## config.mk

```make
export PLATFORM = sky130hd
export DESIGN_NAME = ps2_key_event_rx
export DESIGN_NICKNAME = d
export VERILOG_FILES = /design/src/rtl/ps2_pkg.sv /design/src/rtl/ps2_frame_rx.sv /design/src/rtl/ps2_key_event_rx.sv
export SDC_FILE = /design/constraint.sdc
export NUM_CORES = 1
export LEC_CHECK = 0
export BUFFER_PORTS_ARGS = -buffer_cell sky130_fd_sc_hd__buf_4
export CAP_MARGIN = 15
export CORE_MARGIN = 2
export CORE_UTILIZATION = 35
export DETAILED_ROUTE_END_ITERATION = 10
export GPL_ROUTABILITY_DRIVEN = 0
export GPL_TIMING_DRIVEN = 1
export PLACE_DENSITY = 0.47
export SETUP_SLACK_MARGIN = 0.02
export SYNTH_ARGS = -nofsm -noshare
export SYNTH_HDL_FRONTEND = slang
export SYNTH_HIERARCHICAL = 1
export SYNTH_SLANG_ARGS = --single-unit
export TNS_END_PERCENT = 30
```

## constraint.sdc

```tcl
create_clock -name CLK -period 4 [get_ports CLK]
set_clock_uncertainty 0.15 [all_clocks]
set_input_delay 0.4 -clock CLK [delete_from_list [all_inputs] [get_ports CLK]]
set_output_delay 0.4 -clock CLK [all_outputs]
set_load 0.03 [all_outputs]
```

## src/rtl/ps2_pkg.sv

```systemverilog
// Shared types and constants for the PS/2 key event receiver.
// Optional build macro: PS2_TYPEMATIC_FILTER_EN (see ps2_key_event_rx.sv).
package ps2_pkg;

  localparam logic [7:0] PS2_EXT  = 8'hE0;
  localparam logic [7:0] PS2_BRK  = 8'hF0;
  localparam logic [7:0] PS2_OVR0 = 8'h00;
  localparam logic [7:0] PS2_OVR1 = 8'hFF;

  typedef struct packed {
    logic       ext;
    logic       brk;
    logic [7:0] code;
  } key_event_t;

  // The start bit is consumed on the IDLE exit, so DATA also covers the
  // "start seen" phase of the frame.
  typedef enum logic [1:0] {F_IDLE, F_DATA, F_PARITY, F_STOP} frame_state_t;

  typedef enum logic [1:0] {D_IDLE, D_E0, D_F0, D_E0F0} dec_state_t;

  // Odd parity: data bits plus parity bit must hold an odd number of ones.
  function automatic logic odd_parity_ok(input logic [7:0] d, input logic p);
    return ^{d, p};
  endfunction

endpackage

```

## src/rtl/ps2_frame_rx.sv

```systemverilog
// PS/2 frame receiver: input synchronisers, clock glitch filter, 11-bit
// frame FSM with odd-parity/stop check and an inter-edge timeout.
module ps2_frame_rx
  import ps2_pkg::*;
#(
  parameter int FILTER_LEN     = 8,
  parameter int TIMEOUT_CYCLES = 100000
) (
  input  logic       CLK,
  input  logic       reset,
  input  logic       ps2clk_i,
  input  logic       ps2data_i,
  output logic       byte_valid_o,
  output logic [7:0] byte_o,
  output logic       frame_err_o
);

  localparam int FW = $clog2(FILTER_LEN + 1);
  localparam int TW = $clog2(TIMEOUT_CYCLES + 1);

  logic          clk_s1_q, clk_s2_q, dat_s1_q, dat_s2_q;
  logic          filt_q, fall_q, fdat_q;
  logic [FW-1:0] fcnt_q;
  frame_state_t  st_q;
  logic [7:0]    sh_q, byte_q;
  logic [2:0]    bcnt_q;
  logic          par_ok_q, byte_valid_q, frame_err_q;
  logic [TW-1:0] tcnt_q;

  // Two-flop synchronisers; idle bus level is high on both lines.
  always_ff @(posedge CLK or posedge reset) begin
    if (reset) begin
      clk_s1_q <= 1'b1;
      clk_s2_q <= 1'b1;
      dat_s1_q <= 1'b1;
      dat_s2_q <= 1'b1;
    end else begin
      clk_s1_q <= ps2clk_i;
      clk_s2_q <= clk_s1_q;
      dat_s1_q <= ps2data_i;
      dat_s2_q <= dat_s1_q;
    end
  end

  // Flip the filtered clock after FILTER_LEN consecutive differing samples;
  // capture data alongside the falling flip and pulse fall_q for one cycle.
  always_ff @(posedge CLK or posedge reset) begin
    if (reset) begin
      filt_q <= 1'b1;
      fcnt_q <= '0;
      fall_q <= 1'b0;
      fdat_q <= 1'b0;
    end else begin
      fall_q <= 1'b0;
      if (clk_s2_q == filt_q) begin
        fcnt_q <= '0;
      end else if (fcnt_q == FW'(FILTER_LEN - 1)) begin
        filt_q <= clk_s2_q;
        fcnt_q <= '0;
        fall_q <= filt_q;
        fdat_q <= dat_s2_q;
      end else begin
        fcnt_q <= fcnt_q + FW'(1);
      end
    end
  end

  // Frame FSM: start, 8 data bits LSB first, parity, stop; timeout aborts.
  always_ff @(posedge CLK or posedge reset) begin
    if (reset) begin
      st_q         <= F_IDLE;
      sh_q         <= '0;
      bcnt_q       <= '0;
      par_ok_q     <= 1'b0;
      tcnt_q       <= '0;
      byte_q       <= '0;
      byte_valid_q <= 1'b0;
      frame_err_q  <= 1'b0;
    end else begin
      byte_valid_q <= 1'b0;
      frame_err_q  <= 1'b0;
      if (st_q == F_IDLE || fall_q)         tcnt_q <= '0;
      else if (tcnt_q != TW'(TIMEOUT_CYCLES)) tcnt_q <= tcnt_q + TW'(1);
      case (st_q)
        F_IDLE: if (fall_q && !fdat_q) begin
          st_q   <= F_DATA;
          bcnt_q <= '0;
        end
        F_DATA: if (fall_q) begin
          sh_q   <= {fdat_q, sh_q[7:1]};
          bcnt_q <= bcnt_q + 3'd1;
          if (bcnt_q == 3'd7) st_q <= F_PARITY;
        end
        F_PARITY: if (fall_q) begin
          par_ok_q <= odd_parity_ok(sh_q, fdat_q);
          st_q     <= F_STOP;
        end
        F_STOP: if (fall_q) begin
          st_q <= F_IDLE;
          if (fdat_q && par_ok_q) begin
            byte_valid_q <= 1'b1;
            byte_q       <= sh_q;
          end else begin
            frame_err_q <= 1'b1;
          end
        end
        default: st_q <= F_IDLE;
      endcase
      // Silent abort: a stalled device leaves no error behind.
      if (st_q != F_IDLE && !fall_q && tcnt_q == TW'(TIMEOUT_CYCLES))
        st_q <= F_IDLE;
    end
  end

  assign byte_valid_o = byte_valid_q;
  assign byte_o       = byte_q;
  assign frame_err_o  = frame_err_q;

endmodule

```

## src/rtl/ps2_key_event_rx.sv

```systemverilog
// PS/2 keyboard event receiver: prefix decoder (E0/F0 folded into flags),
// FWFT event FIFO, interrupt stretcher and sticky error flags.
// Optional build macro: PS2_TYPEMATIC_FILTER_EN suppresses auto-repeat makes.
module ps2_key_event_rx
  import ps2_pkg::*;
#(
  parameter int FILTER_LEN     = 8,
  parameter int FIFO_DEPTH     = 8,
  parameter int INTR_CYCLES    = 9,
  parameter int TIMEOUT_CYCLES = 100000
) (
  input  logic                              CLK,
  input  logic                              reset,
  input  logic                              PS2CLK,
  input  logic                              PS2DATA,
  input  logic                              RD,
  output logic                              EVT_VALID,
  output logic [7:0]                        EVT_CODE,
  output logic                              EVT_BRK,
  output logic                              EVT_EXT,
  output logic [$clog2(FIFO_DEPTH+1)-1:0]   FIFO_COUNT,
  output logic                              INTRPT,
  output logic                              ERR_PARITY,
  output logic                              ERR_OVF,
  input  logic                              ERR_CLR
);

  localparam int CW = $clog2(FIFO_DEPTH + 1);
  localparam int PW = $clog2(FIFO_DEPTH);
  localparam int IW = $clog2(INTR_CYCLES + 1);

  logic       rx_valid, rx_err;
  logic [7:0] rx_byte;

  ps2_frame_rx #(
    .FILTER_LEN     (FILTER_LEN),
    .TIMEOUT_CYCLES (TIMEOUT_CYCLES)
  ) u_frame (
    .CLK          (CLK),
    .reset        (reset),
    .ps2clk_i     (PS2CLK),
    .ps2data_i    (PS2DATA),
    .byte_valid_o (rx_valid),
    .byte_o       (rx_byte),
    .frame_err_o  (rx_err)
  );

  dec_state_t dec_q;
  key_event_t evt;
  logic       is_pfx, is_ovr, cand, suppress, push_req;

  // Candidate event from the current byte; flags come from the prefix state.
  always_comb begin
    evt.ext  = (dec_q == D_E0) || (dec_q == D_E0F0);
    evt.brk  = (dec_q == D_F0) || (dec_q == D_E0F0);
    evt.code = rx_byte;
    is_ovr   = (rx_byte == PS2_OVR0) || (rx_byte == PS2_OVR1);
    is_pfx   = ((rx_byte == PS2_EXT) && (dec_q == D_IDLE)) ||
               ((rx_byte == PS2_BRK) && ((dec_q == D_IDLE) || (dec_q == D_E0)));
    cand     = rx_valid && !is_ovr && !is_pfx;
  end

  // Prefix decoder; a bad frame drops any half-collected prefix.
  always_ff @(posedge CLK or posedge reset) begin
    if (reset) begin
      dec_q <= D_IDLE;
    end else if (rx_err) begin
      dec_q <= D_IDLE;
    end else if (rx_valid) begin
      if (is_ovr || !is_pfx)                         dec_q <= D_IDLE;
      else if (rx_byte == PS2_EXT)                   dec_q <= D_E0;
      else if (dec_q == D_E0)                        dec_q <= D_E0F0;
      else                                           dec_q <= D_F0;
    end
  end

`ifdef PS2_TYPEMATIC_FILTER_EN
  logic [8:0] held_key_q;
  logic       held_q;

  assign suppress = cand && !evt.brk && held_q && (held_key_q == {evt.ext, evt.code});

  // Remember the last make; its release re-arms the same key.
  always_ff @(posedge CLK or posedge reset) begin
    if (reset) begin
      held_key_q <= '0;
      held_q     <= 1'b0;
    end else if (cand) begin
      if (!evt.brk) begin
        held_key_q <= {evt.ext, evt.code};
        held_q     <= 1'b1;
      end else if (held_key_q == {evt.ext, evt.code}) begin
        held_q <= 1'b0;
      end
    end
  end
`else
  assign suppress = 1'b0;
`endif

  assign push_req = cand && !suppress;

  key_event_t    mem_q [FIFO_DEPTH];
  logic [PW-1:0] wr_q, rd_q;
  logic [CW-1:0] cnt_q;
  logic [IW-1:0] icnt_q;
  logic          pop, full, push_ok, ovf;
  logic          err_par_q, err_ovf_q;

  assign pop     = RD && (cnt_q != '0);
  assign full    = (cnt_q == CW'(FIFO_DEPTH));
  assign push_ok = push_req && (!full || pop);
  assign ovf     = push_req && full && !pop;

  // FWFT FIFO storage and pointers; power-of-2 depth lets pointers wrap freely.
  always_ff @(posedge CLK or posedge reset) begin
    if (reset) begin
      for (int i = 0; i < FIFO_DEPTH; i++) mem_q[i] <= '0;
      wr_q  <= '0;
      rd_q  <= '0;
      cnt_q <= '0;
    end else begin
      if (push_ok) begin
        mem_q[wr_q] <= evt;
        wr_q        <= wr_q + PW'(1);
      end
      if (pop) rd_q <= rd_q + PW'(1);
      if (push_ok && !pop)      cnt_q <= cnt_q + CW'(1);
      else if (!push_ok && pop) cnt_q <= cnt_q - CW'(1);
    end
  end

  // Interrupt stretcher; each accepted push restarts the count.
  always_ff @(posedge CLK or posedge reset) begin
    if (reset)                 icnt_q <= '0;
    else if (push_ok)          icnt_q <= IW'(INTR_CYCLES);
    else if (icnt_q != '0)     icnt_q <= icnt_q - IW'(1);
  end

  // Sticky errors; a set in the same cycle as the clear wins.
  always_ff @(posedge CLK or posedge reset) begin
    if (reset) begin
      err_par_q <= 1'b0;
      err_ovf_q <= 1'b0;
    end else begin
      if (rx_err)       err_par_q <= 1'b1;
      else if (ERR_CLR) err_par_q <= 1'b0;
      if (ovf)          err_ovf_q <= 1'b1;
      else if (ERR_CLR) err_ovf_q <= 1'b0;
    end
  end

  key_event_t head;
  assign head       = mem_q[rd_q];
  assign EVT_VALID  = (cnt_q != '0);
  assign EVT_CODE   = head.code;
  assign EVT_BRK    = head.brk;
  assign EVT_EXT    = head.ext;
  assign FIFO_COUNT = cnt_q;
  assign INTRPT     = (icnt_q != '0);
  assign ERR_PARITY = err_par_q;
  assign ERR_OVF    = err_ovf_q;

endmodule

```

==> impl_metrics.tcl <==
set metrics [dict create \
    tightest_slew_ns 0.934 \
    r2r_slack_ns 0.39 \
    drive_above_1_share 0.369 \
    fmax_ghz 0.277 \
    cts_buffers 17 \
    pre_cts_ws_ns 0.392 \
    io_buffer_count 23 \
    hold_path_class "in2async" \
    routed_wl_mm 14.6 \
    root_buffer "clkbuf_16" \
    grt_max_degree 73 \
    reg2regPathDepth 13 \
    dr_total_vias 4142 \
    p_per_area_nw_per_um2 448 \
    setup_viol 0 \
    io_pins 24 \
    synth_nets 549 \
    fillers 1891 \
    critPathKind "reg2reg" \
    syn_avg_cell_area_um2 13.9 \
    multi_input_area_um2 3230 \
    layout_commonest_cell "dfrtp_1" \
    reg2reg_from "u_frame/byte_o[7]$_DFFE_PP0P_" \
    first_global_vias 4415 \
    grt_pass1_wl_mm 24.5 \
    rsz0062_at_grt "false" \
    maxCapViolCount 0 \
    dp_hpwl_mm 9.22 \
    final_nets 572 \
    status "complete, no violations" \
    synth.distinct_cells 66 \
    period_share 0.903 \
    post_cts_buffers 0 \
    async_flop_share 1.00 \
    crit_arrival_ns 3.77 \
    ir_worst_vdd_uv 296 \
    reg2reg_to "FIFO_COUNT[3]$_DFFE_PP0P_" \
    cp-endpoint "FIFO_COUNT[3]$_DFFE_PP0P_" \
    post_dp_cell_area_um2 7590 \
    crit_path_start "u_frame/byte_o[7]$_DFFE_PP0P_" \
    yosys_register_bits 150 \
    coreArea_um2 20400 \
    seq_area_frac_synth 0.514 \
    antenna_cells 0 \
    cts.clk_slew.worst_paths_ns 0.06 \
    required_ns 4.16 \
    avgViaCountPerCell 4.97 \
    grt_overflow 0 \
    wl_per_cell_um 17.5 \
    cts.htree.levels 4 \
    setup_ws_ns 0.388 \
    areaGrowthSynthToFinish_pct 13.0 \
    synth_edf_count 0 \
    leakage_nw 4.00 \
    drt_first_pass_iters 4 \
    start_util 0.359 \
    synthFlopType "dfrtp_1" \
    yosys_warnings 6 \
    drtIter0Drc 245 \
    die_h_um 149 \
    final_cell_mix "145 x dfrtp_1, 84 x mux2_2, 38 x nand2_1" \
    die_x_um 149 \
    end_kind "flip-flop" \
    start_kind "flip-flop" \
    grt.total_usage 0.146 \
    fin_tns_setup_ns 0 \
    synthCells 527 \
    drc 0 \
    clk_latency_ns 0.42 \
    dieArea_um2 22100 \
    core.rowCount 52 \
    whs_ns 0.0430 \
    finalHoldViolCount 0 \
    path_max_fanout 12 \
    ff_latch_area_um2 3760 \
    cts_tree "yes" \
    clk_path_buf_depth 2 \
    final_max_slew_viol_count 0 \
    syn-cell-area_um2 7310 \
    period_needed_ns 3.61 \
    finish.instance_area_um2 8260 \
    final_core_util 0.406 \
    antenna_found_initial 0 \
    clock-sinks 150 \
    holdBufCountCts 2 \
    relSlewSlack 0.377 \
    cts_resized 0 \
    ant_nets 0 \
]
## report_power, final
| part | switching, W | internal (W) |
|---|---|---|
| clock network | 0.000611 | 0.00118 |
| logic | 0.000157 | 0.000115 |
| registers | 0.0000620 | 0.00158 |
| total | 0.000830 | 0.00287 |
## cells in the mapped netlist, types with 5 or more instances
library cell / number / area (µm²)
dfrtp_1: 145 / 3630
mux2_2: 84 / 946
nand2_1: 38 / 143
nor2_1: 25 / 93.8
mux2_4: 20 / 300
mux4_2: 20 / 450
xnor2_1: 20 / 175
ha_1: 15 / 188
inv_1: 13 / 48.8
a21oi_1: 12 / 60.1
nand3_1: 10 / 50.1
nand4_1: 10 / 62.6
xor2_1: 10 / 87.6
buf_2: 6 / 30.0
dfstp_2: 5 / 131
o21ai_0: 5 / 25.0
## registers in the layout, indices dropped and copies added (netlist names), 2 cells and up
name / cells
mem_q: 80
u_frame/tcnt_q: 17
u_frame/byte_o: 8
u_frame/sh_q: 8
FIFO_COUNT: 4
icnt_q: 4
u_frame/fcnt_q: 4
rd_q: 3
u_frame/bcnt_q: 3
wr_q: 3
dec_q: 2
u_frame/st_q: 2
## routing by layer
| metal | vias to the layer above | global-route usage | share of wire |
|---|---|---|---|
| met1 | 2127 | 0.194 | 0.47 |
| met3 | 16 | 0.0322 | 0.027 |
| met4 | 0 | 0.0529 | 0.014 |
| li1 | 1940 | - | - |
| met2 | 59 | 0.237 | 0.49 |
| met5 | - | 0 | 0 |
## cell families after synthesis
family / Yosys count / synth area share
compound gates: 32 / 0.0288
fa+ha+maj: 16 / 0.0284
simple gates: 132 / 0.110
buf+inv: 40 / 0.0443
flops: 150 / 0.514
xor+xnor: 31 / 0.0390
mux: 126 / 0.235
## how the worst min path moves through the flow
stage,from,endpoint,slack [ns]
after floorplan,u_frame/clk_s1_q$_DFF_PP1_,u_frame/clk_s2_q$_DFF_PP1_,0.20
after global placement,u_frame/dat_s1_q$_DFF_PP1_,u_frame/dat_s2_q$_DFF_PP1_,0.20
after detailed placement,u_frame/dat_s1_q$_DFF_PP1_,u_frame/dat_s2_q$_DFF_PP1_,0.20
after CTS,reset,mem_q[5]$_DFFE_PP0P_,0.07
after global routing,reset,mem_q[25]$_DFFE_PP0P_,0.10
final,reset,mem_q[5]$_DFFE_PP0P_,0.04
## worst max-delay path, stage by stage, from the launching register on
cell     delay (ns)
dfrtp_1        0.49
and3_4         0.25
and2_4         0.16
a21oi_2        0.73
nand2_1        0.33
inv_1          0.13
ha_1           0.19
inv_1          0.09
ha_1           0.28
a21o_1         0.19
a21oi_1        0.17
xnor2_1        0.13
nor2_1         0.06
xor2_1         0.14
## final cells by class
class | instances | share of cell area
repair buffers | 30 | 0.0279
flip-flops and latches | 150 | 0.455
clock inverters | 10 | 0.0242
multi-input cells | 337 | 0.390
clock buffers | 22 | 0.0550
inverters | 14 | 0.00666
well taps | 270 | 0.0409
## per-stage QoR
step	total power [W]	instances
after CTS	0.00376	833
after global placement	0.00193	799
after global routing	0.00388	833
final	0.00370	833
after floorplan	0.00188	527
after detailed placement	0.00194	799
No activity file was read; power rests on OpenSTA's default activity.
